`config.mk`:
```
export PLATFORM = sky130hd
export DESIGN_NAME = uart_shoot_scheduler
export DESIGN_NICKNAME = d
export VERILOG_FILES = /design/src/rtl/uart_shoot_scheduler_pkg.sv /design/src/rtl/uart_shoot_scheduler_ack_collector.sv /design/src/rtl/uart_shoot_scheduler.sv
export SDC_FILE = /design/constraint.sdc
export NUM_CORES = 1
export LEC_CHECK = 0
export ABC_AREA = 1
export CAP_MARGIN = 40
export CORE_MARGIN = 3
export CORE_UTILIZATION = 40
export CTS_CLUSTER_DIAMETER = 200
export DETAILED_ROUTE_END_ITERATION = 16
export PLACE_DENSITY_LB_ADDON = 0.08
export SYNTH_ARGS = -nofsm -noshare
export SYNTH_HDL_FRONTEND = slang
export SYNTH_HIERARCHICAL = 1
export SYNTH_SLANG_ARGS = --single-unit
```
`constraint.sdc`:
```
create_clock -name clk -period 6.1 [get_ports clk]
set_input_delay 0.61 -clock clk [delete_from_list [all_inputs] [get_ports clk]]
set_output_delay 0.61 -clock clk [all_outputs]
set_load 0.02 [all_outputs]
```
`src/rtl/uart_shoot_scheduler_pkg.sv`:
```
// Shared constants for the shoot scheduler: FSM encodings, default sizing
// and cycle counts derived from the 48 MHz system clock.
package uart_shoot_scheduler_pkg;

  localparam int CLK_HZ        = 48_000_000;
  localparam int CYCLES_PER_US = CLK_HZ / 1_000_000;

  localparam int N_MOD_DEF        = 9;
  localparam int GUARD_CYCLES_DEF = 2;
  localparam int ACK_TIMEOUT_DEF  = 100 * CYCLES_PER_US;
  localparam int SHOOT_CYCLES_DEF = 1 * CYCLES_PER_US;

  localparam logic [2:0] ST_IDLE     = 3'd0;
  localparam logic [2:0] ST_LAUNCH   = 3'd1;
  localparam logic [2:0] ST_WAIT_TX  = 3'd2;
  localparam logic [2:0] ST_WAIT_ACK = 3'd3;
  localparam logic [2:0] ST_SHOOT    = 3'd4;
  localparam logic [2:0] ST_DONE     = 3'd5;
  localparam logic [2:0] ST_ABORT    = 3'd6;

  function automatic int max_int(input int a, input int b);
    return (a > b) ? a : b;
  endfunction

endpackage

```
`src/rtl/uart_shoot_scheduler_ack_collector.sv`:
```
// Per-module echo bookkeeping: one ack bit and one error bit per UART lane.
// all_acked/any_err look at the values that will be stored at the next edge,
// so the FSM can react to the final echo in the same cycle it arrives.
module uart_shoot_scheduler_ack_collector
  import uart_shoot_scheduler_pkg::*;
#(
  parameter int N_MOD = N_MOD_DEF
) (
  input  logic               clk,
  input  logic               reset,
  input  logic               clear,
  input  logic               en,
  input  logic               timeout,
  input  logic [N_MOD-1:0]   rx_done,
  input  logic [8*N_MOD-1:0] data_received,
  input  logic [N_MOD-1:0]   parity_error,
  input  logic [8*N_MOD-1:0] expected,
  output logic [N_MOD-1:0]   err_mask,
  output logic               all_acked,
  output logic               any_err
);

  logic [N_MOD-1:0] ack;
  logic [N_MOD-1:0] bad;
  logic [N_MOD-1:0] new_ack;
  logic [N_MOD-1:0] ack_n;
  logic [N_MOD-1:0] err_pre;

  // A lane's echo is bad if the UART flagged parity or the byte differs.
  always_comb begin
    bad = '0;
    for (int i = 0; i < N_MOD; i++) begin
      bad[i] = parity_error[i] || (data_received[8*i +: 8] != expected[8*i +: 8]);
    end
  end

  // Only the first echo per lane counts; repeats are masked by ack.
  assign new_ack   = en ? (rx_done & ~ack) : '0;
  assign ack_n     = ack | new_ack;
  assign err_pre   = err_mask | (new_ack & bad);
  assign all_acked = &ack_n;
  assign any_err   = |err_pre;

  // Ack/error state: cleared on frame accept, lanes still missing at timeout become errors.
  always_ff @(posedge clk or negedge reset) begin
    if (!reset) begin
      ack      <= '0;
      err_mask <= '0;
    end else if (clear) begin
      ack      <= '0;
      err_mask <= '0;
    end else begin
      ack      <= ack_n;
      err_mask <= err_pre | (timeout ? ~ack_n : '0);
    end
  end

endmodule

```
`src/rtl/uart_shoot_scheduler.sv`:
```
// Frame sequencer between the SPI receive path and the module UART array:
// broadcast one byte per module, collect echoes, then shoot or abort.
//
// Handshake: a frame transfers on a clk edge where frame_valid && frame_ready.
// frame_ready is high only in IDLE; frame_valid seen in any other state is
// ignored and nothing is queued.
module uart_shoot_scheduler
  import uart_shoot_scheduler_pkg::*;
#(
  parameter int N_MOD        = N_MOD_DEF,
  parameter int GUARD_CYCLES = GUARD_CYCLES_DEF,
  parameter int ACK_TIMEOUT  = ACK_TIMEOUT_DEF,
  parameter int SHOOT_CYCLES = SHOOT_CYCLES_DEF
) (
  input  logic               clk,
  input  logic               reset,
  input  logic               frame_valid,
  input  logic [8*N_MOD-1:0] frame_data,
  output logic               frame_ready,
  output logic [N_MOD-1:0]   start_tx,
  output logic [8*N_MOD-1:0] data_to_tx,
  input  logic [N_MOD-1:0]   tx_busy,
  input  logic [N_MOD-1:0]   rx_done,
  input  logic [8*N_MOD-1:0] data_received,
  input  logic [N_MOD-1:0]   parity_error,
  output logic               shoot,
  output logic               frame_done,
  output logic               frame_err,
  output logic [N_MOD-1:0]   err_mask,
  output logic               busy,
  output logic [2:0]         state_dbg
);

  localparam int CW = $clog2(max_int(ACK_TIMEOUT, SHOOT_CYCLES) + 1);
  localparam logic [CW-1:0] GUARD      = CW'(GUARD_CYCLES);
  localparam logic [CW-1:0] ACK_LAST   = CW'(ACK_TIMEOUT - 1);
  localparam logic [CW-1:0] SHOOT_LAST = CW'(SHOOT_CYCLES - 1);

  logic [2:0]    state;
  logic [2:0]    state_n;
  logic [CW-1:0] cnt;
  logic          cnt_clr;
  logic          accept;
  logic          timeout;
  logic          all_acked;
  logic          any_err;

  // Outputs decode straight from the registered state, so an async reset
  // drops shoot without waiting for a clock edge.
  assign frame_ready = (state == ST_IDLE);
  assign busy        = (state != ST_IDLE);
  assign accept      = frame_valid && frame_ready;
  assign start_tx    = {N_MOD{state == ST_LAUNCH}};
  assign shoot       = (state == ST_SHOOT);
  assign frame_done  = (state == ST_DONE);
  assign frame_err   = (state == ST_ABORT);
  assign state_dbg   = state;
  assign timeout     = (state == ST_WAIT_ACK) && (cnt == ACK_LAST) && !all_acked;

  uart_shoot_scheduler_ack_collector #(.N_MOD(N_MOD)) u_ack (
    .clk           (clk),
    .reset         (reset),
    .clear         (accept),
    .en            (state == ST_WAIT_ACK),
    .timeout       (timeout),
    .rx_done       (rx_done),
    .data_received (data_received),
    .parity_error  (parity_error),
    .expected      (data_to_tx),
    .err_mask      (err_mask),
    .all_acked     (all_acked),
    .any_err       (any_err)
  );

  // Next-state logic; a completing ack wins over a coincident timeout.
  always_comb begin
    state_n = state;
    cnt_clr = 1'b0;
    case (state)
      ST_IDLE:     if (accept) state_n = ST_LAUNCH;
      ST_LAUNCH: begin
        state_n = ST_WAIT_TX;
        cnt_clr = 1'b1;
      end
      ST_WAIT_TX: begin
        if ((cnt >= GUARD) && (tx_busy == '0)) begin
          state_n = ST_WAIT_ACK;
          cnt_clr = 1'b1;
        end
      end
      ST_WAIT_ACK: begin
        if (all_acked) begin
          state_n = any_err ? ST_ABORT : ST_SHOOT;
          cnt_clr = 1'b1;
        end else if (timeout) begin
          state_n = ST_ABORT;
        end
      end
      ST_SHOOT:    if (cnt == SHOOT_LAST) state_n = ST_DONE;
      ST_DONE:     state_n = ST_IDLE;
      ST_ABORT:    state_n = ST_IDLE;
      default:     state_n = ST_IDLE;
    endcase
  end

  // State register.
  always_ff @(posedge clk or negedge reset) begin
    if (!reset) state <= ST_IDLE;
    else        state <= state_n;
  end

  // Shared phase counter; saturates instead of wrapping.
  always_ff @(posedge clk or negedge reset) begin
    if (!reset)            cnt <= '0;
    else if (cnt_clr)      cnt <= '0;
    else if (cnt != '1)    cnt <= cnt + CW'(1);
  end

  // Frame bytes captured on accept and held for the whole frame.
  always_ff @(posedge clk or negedge reset) begin
    if (!reset)      data_to_tx <= '0;
    else if (accept) data_to_tx <= frame_data;
  end

endmodule

```
==> run summary <==
The Yosys step of the flow raised 6 warnings. The proportion of layout cells with a drive suffix above 1 is 18.50%. The largest fanout of any net on the critical path is 10. The number of global-route vias before repair came out at 5,877. The total number of vias is 5,993. The path class of the tightest hold or removal check is input port to asynchronous set/reset pin.

Setup repair after global routing left no endpoint under its margin. Of all cell types, the one taking the most synthesized area is sky130_fd_sc_hd__dfrtp_1. The hold slack is 174.9 ps. TritonCTS built the clock tree. The length of the first detailed-routing pass in iterations came out at 4. Timing would allow up to 0.3528 GHz. The remaining global-route overflow came out at 0. The worst setup slack before clock tree synthesis came out at 3089 ps. The final number of hold-violating endpoints came to 0.

The max-slew violation count came to 0. Measured against its own limit, the worst slew margin works out to 43.54%. The flip-flop and latch count after synthesis came out at 106. By area the synthesized netlist is led by sky130_fd_sc_hd__dfrtp_1 38%, sky130_fd_sc_hd__nand2_1 12%, sky130_fd_sc_hd__nand2_4 11%, sky130_fd_sc_hd__nand2_2 6.5%, sky130_fd_sc_hd__inv_1 6.3%. The number of nets with antenna violations after routing is 0. The number of nets in the synthesized netlist is 1,043. The detailed router finished its first iteration with 288 violations. The average routed wire per standard cell is 13.56 um. The worst setup path is launched from a flip-flop. The number of library cell types mapped by synthesis is 38. The repair_antennas step left the layout with diodes totalling 0. For this configuration, the core starts out at a cell density of 41.39%. The ratio of final minimum period to clock period is 46.46%. The clock tree root buffer cell is sky130_fd_sc_hd__clkbuf_16. The total setup violations reported at the end of the flow is 0. After synthesis, flip-flops and latches occupy 38.11% of the total area. The pin count of the biggest net entering global routing is 83. In this run the worst setup path begins at state_dbg[0]$_DFFE_PN0P_. Clock-pin slew was measured on the worst setup and hold paths at 70 ps.

The maximum vdd drop came out at 0.0001880 V. The clock reaches the later pin of the worst-skew pair after 350 ps. The share of synthesized area in the top cell type comes to 38.11%. The sink count of the clock tree is 106. The first-pass GRT wire length came out at 29,010 um. The final clock skew is 8.068 ps.

The post-layout net count is 1,301. The final critical-path required period came out at 2834 ps. The setup slack after layout came out at 3266 ps. The total of buffers placed on input and output ports is 271. The start-to-end type of the worst setup path is flip-flop to primary output. In the routed design, unresolved DRC markers number 0.

The final wirelength came out at 18,300 um. The clock buffer count from CTS is 9. The relative contribution of combinational cells to total power is 53.1%.

For this design, the CTS-stage hold fixing added 0 buffers. After clock tree synthesis, the setup repair step added 0 buffers. The number of resized instances in the post-cts repair step came out at 0. The share of flip-flops with an asynchronous set or reset after synthesis is 100.0%.

The H-tree depth came out at 3. The die span in y is 137.9 um. The maximum buffer depth of the clock tree is 2. The leakage power summed over all cells is 5.098 nW.

The half-perimeter wire length after detailed placement came out at 14,030 um. The core box area came out at 16,820 um2. The flow ran to the end, and the final reports show no timing, DRC or antenna violations.

The worst setup path is captured at a primary output. The die is 137.9 um wide. The arrival time reported for the critical path endpoint came out at 2220 ps. The proportion of total power due to net switching is 42.75%. By count the netlist is led by 228 x sky130_fd_sc_hd__nand2_1, 116 x sky130_fd_sc_hd__inv_1, 106 x sky130_fd_sc_hd__dfrtp_1, 85 x sky130_fd_sc_hd__nor2_1, 72 x sky130_fd_sc_hd__nand2_2.

The slack of the worst reg-to-reg path came out at 3420 ps. The number of antenna violations at the first check in global routing is 0. The die area came out at 19,020 um2. The net switching power figure is 1.769 mW. The tool flagged a number of max-cap violations equal to 0. The total track usage is 19.44%. The cell area after synthesis is 6960 um2. Setup total negative slack on the finished layout was measured at 0 ps.

For this run, the leading register cell type out of synthesis is sky130_fd_sc_hd__dfrtp_1. The most common cell in the synthesized netlist is sky130_fd_sc_hd__nand2_1. The areal power density over the cells is 413.9 nW/um2. In this run, flip-flops and latches consume 32.3% of the power. From synthesis to final layout, the design area changed by 43.63%.

The internal power of the cells totals 2.369 mW. The worst register-to-register path begins at state_dbg[1]$_DFFE_PN0P_. Using the TritonRoute via totals, the vias-per-cell ratio works out to 4.439. The count of mapped cells out of synthesis came out at 867. The number of flops mapped to enable cells by yosys is 0. The final weighted congestion in routability-driven placement is 0.8399. In this run, the clock network consumes 14.6% of the power. The I/O pin count is 272. The required time at the endpoint of the critical path came out at 5490 ps. The placement row count came out at 47. The post-synthesis area per instance is 8.028 um2.

The actual slew at the worst max-slew pin came out at 846.8 ps.
==> critical path, stage by stage, from the launching register on <==
cell	delay, ps
sky130_fd_sc_hd__dfrtp_1	530
sky130_fd_sc_hd__inv_1	120
sky130_fd_sc_hd__nor3_2	490
sky130_fd_sc_hd__clkdlybuf4s50_1	730
==> worst paths after layout <==
kind                                                to  cells after the start
max                                        start_tx[2]                      3
min                         data_to_tx[36]$_DFFE_PN0P_                      1
max reg2reg                u_ack/err_mask[8]$_DFF_PN0_                     13
min reg2reg                     u_ack/ack[6]$_DFF_PN0_                      2
max in group asynchronous    data_to_tx[7]$_DFFE_PN0P_                      3
min in group clk                u_ack/ack[6]$_DFF_PN0_                      2
==> layout by cell type (no fill, tap or decap), types with 2 or more instances in the layout <==
cell type and count:
sky130_fd_sc_hd__clkdlybuf4s50_1 270, sky130_fd_sc_hd__nand2_1 228, sky130_fd_sc_hd__inv_1 116, sky130_fd_sc_hd__dfrtp_1 106, sky130_fd_sc_hd__nor2_1 85, sky130_fd_sc_hd__nand2_2 72
sky130_fd_sc_hd__nand2_4 71, sky130_fd_sc_hd__nand3_1 24, sky130_fd_sc_hd__xnor2_1 19, sky130_fd_sc_hd__or2_2 15, sky130_fd_sc_hd__o21ai_0 15, sky130_fd_sc_hd__a21oi_1 13
sky130_fd_sc_hd__a21oi_2 13, sky130_fd_sc_hd__nand4_1 12, sky130_fd_sc_hd__xor2_1 12, sky130_fd_sc_hd__nor3_1 11, sky130_fd_sc_hd__clkbuf_16 9, sky130_fd_sc_hd__nor3_2 4
sky130_fd_sc_hd__nor2_4 4, sky130_fd_sc_hd__inv_2 3, sky130_fd_sc_hd__nand3_2 2, sky130_fd_sc_hd__ha_1 2, sky130_fd_sc_hd__clkbuf_8 2, sky130_fd_sc_hd__clkinvlp_4 2
sky130_fd_sc_hd__buf_4 2, sky130_fd_sc_hd__o22ai_1 2
==> state kept, by name (all words and copies together) (netlist names) <==
signal          flops
data_to_tx         72
cnt                13
u_ack/ack           9
u_ack/err_mask      9
state_dbg           3
==> cells by family (layout without fill, tap and decap cells) <==
group,after synthesis,in the layout,synth area share (%)
AND/OR/NAND/NOR,535,535,42.50
buffers and inverters,147,410,10.95
flip-flops,106,106,38.11
AO/OA/AOI/OAI,46,46,4.188
XOR/XNOR,31,31,3.901
adder cells (fa/ha/maj),2,2,0.3595
==> area by class of cell <==
class                           count  area [um2]
Clock buffer                       12       256.5
Clock inverter                      4       50.05
Fill cell                        1574        6822
Inverter                          121       471.7
Multi-Input combinational cell    614        3546
Sequential cell                   106        2653
Tap cell                          220       275.3
Timing Repair Buffer              273        2745
==> power groups by stage <==
stage | clock (mW) | combinational (mW) | sequential [mW]
final | 0.605 | 2.20 | 1.33
after global routing | 0.652 | 2.42 | 1.39
after CTS | 0.620 | 2.23 | 1.34
after detailed placement | 0 | 2.22 | 1.34
after global placement | 0 | 2.19 | 1.34
after floorplan | 0 | 1.09 | 1.59
==> metal layers <==
metal  vias up  track usage, %  wire length (um)
met5         -               0                 0
met4         0           5.434               289
met3        18           5.697              1606
met2       178           33.19              8760
met1      2678           23.97              7648
li1       3119               -                 -
==> metrics by stage <==
| step | total power [mW] | cells | instance area (um2) | utilization, % |
|---|---|---|---|---|
| 5_1_grt | 4.462 | 1350 | 9997 | 59.44 |
| 4_1_cts | 4.189 | 1350 | 9997 | 59.44 |
| 3_3_place_gp | 3.535 | 1333 | 9663 | 57.45 |
| 2_1_floorplan | 2.681 | 867 | 6960 | - |
| 3_5_place_dp | 3.566 | 1334 | 9691 | 57.62 |
| 6_report | 4.138 | 1350 | 9997 | 59.44 |
No activity file was read; power rests on OpenSTA's default activity.
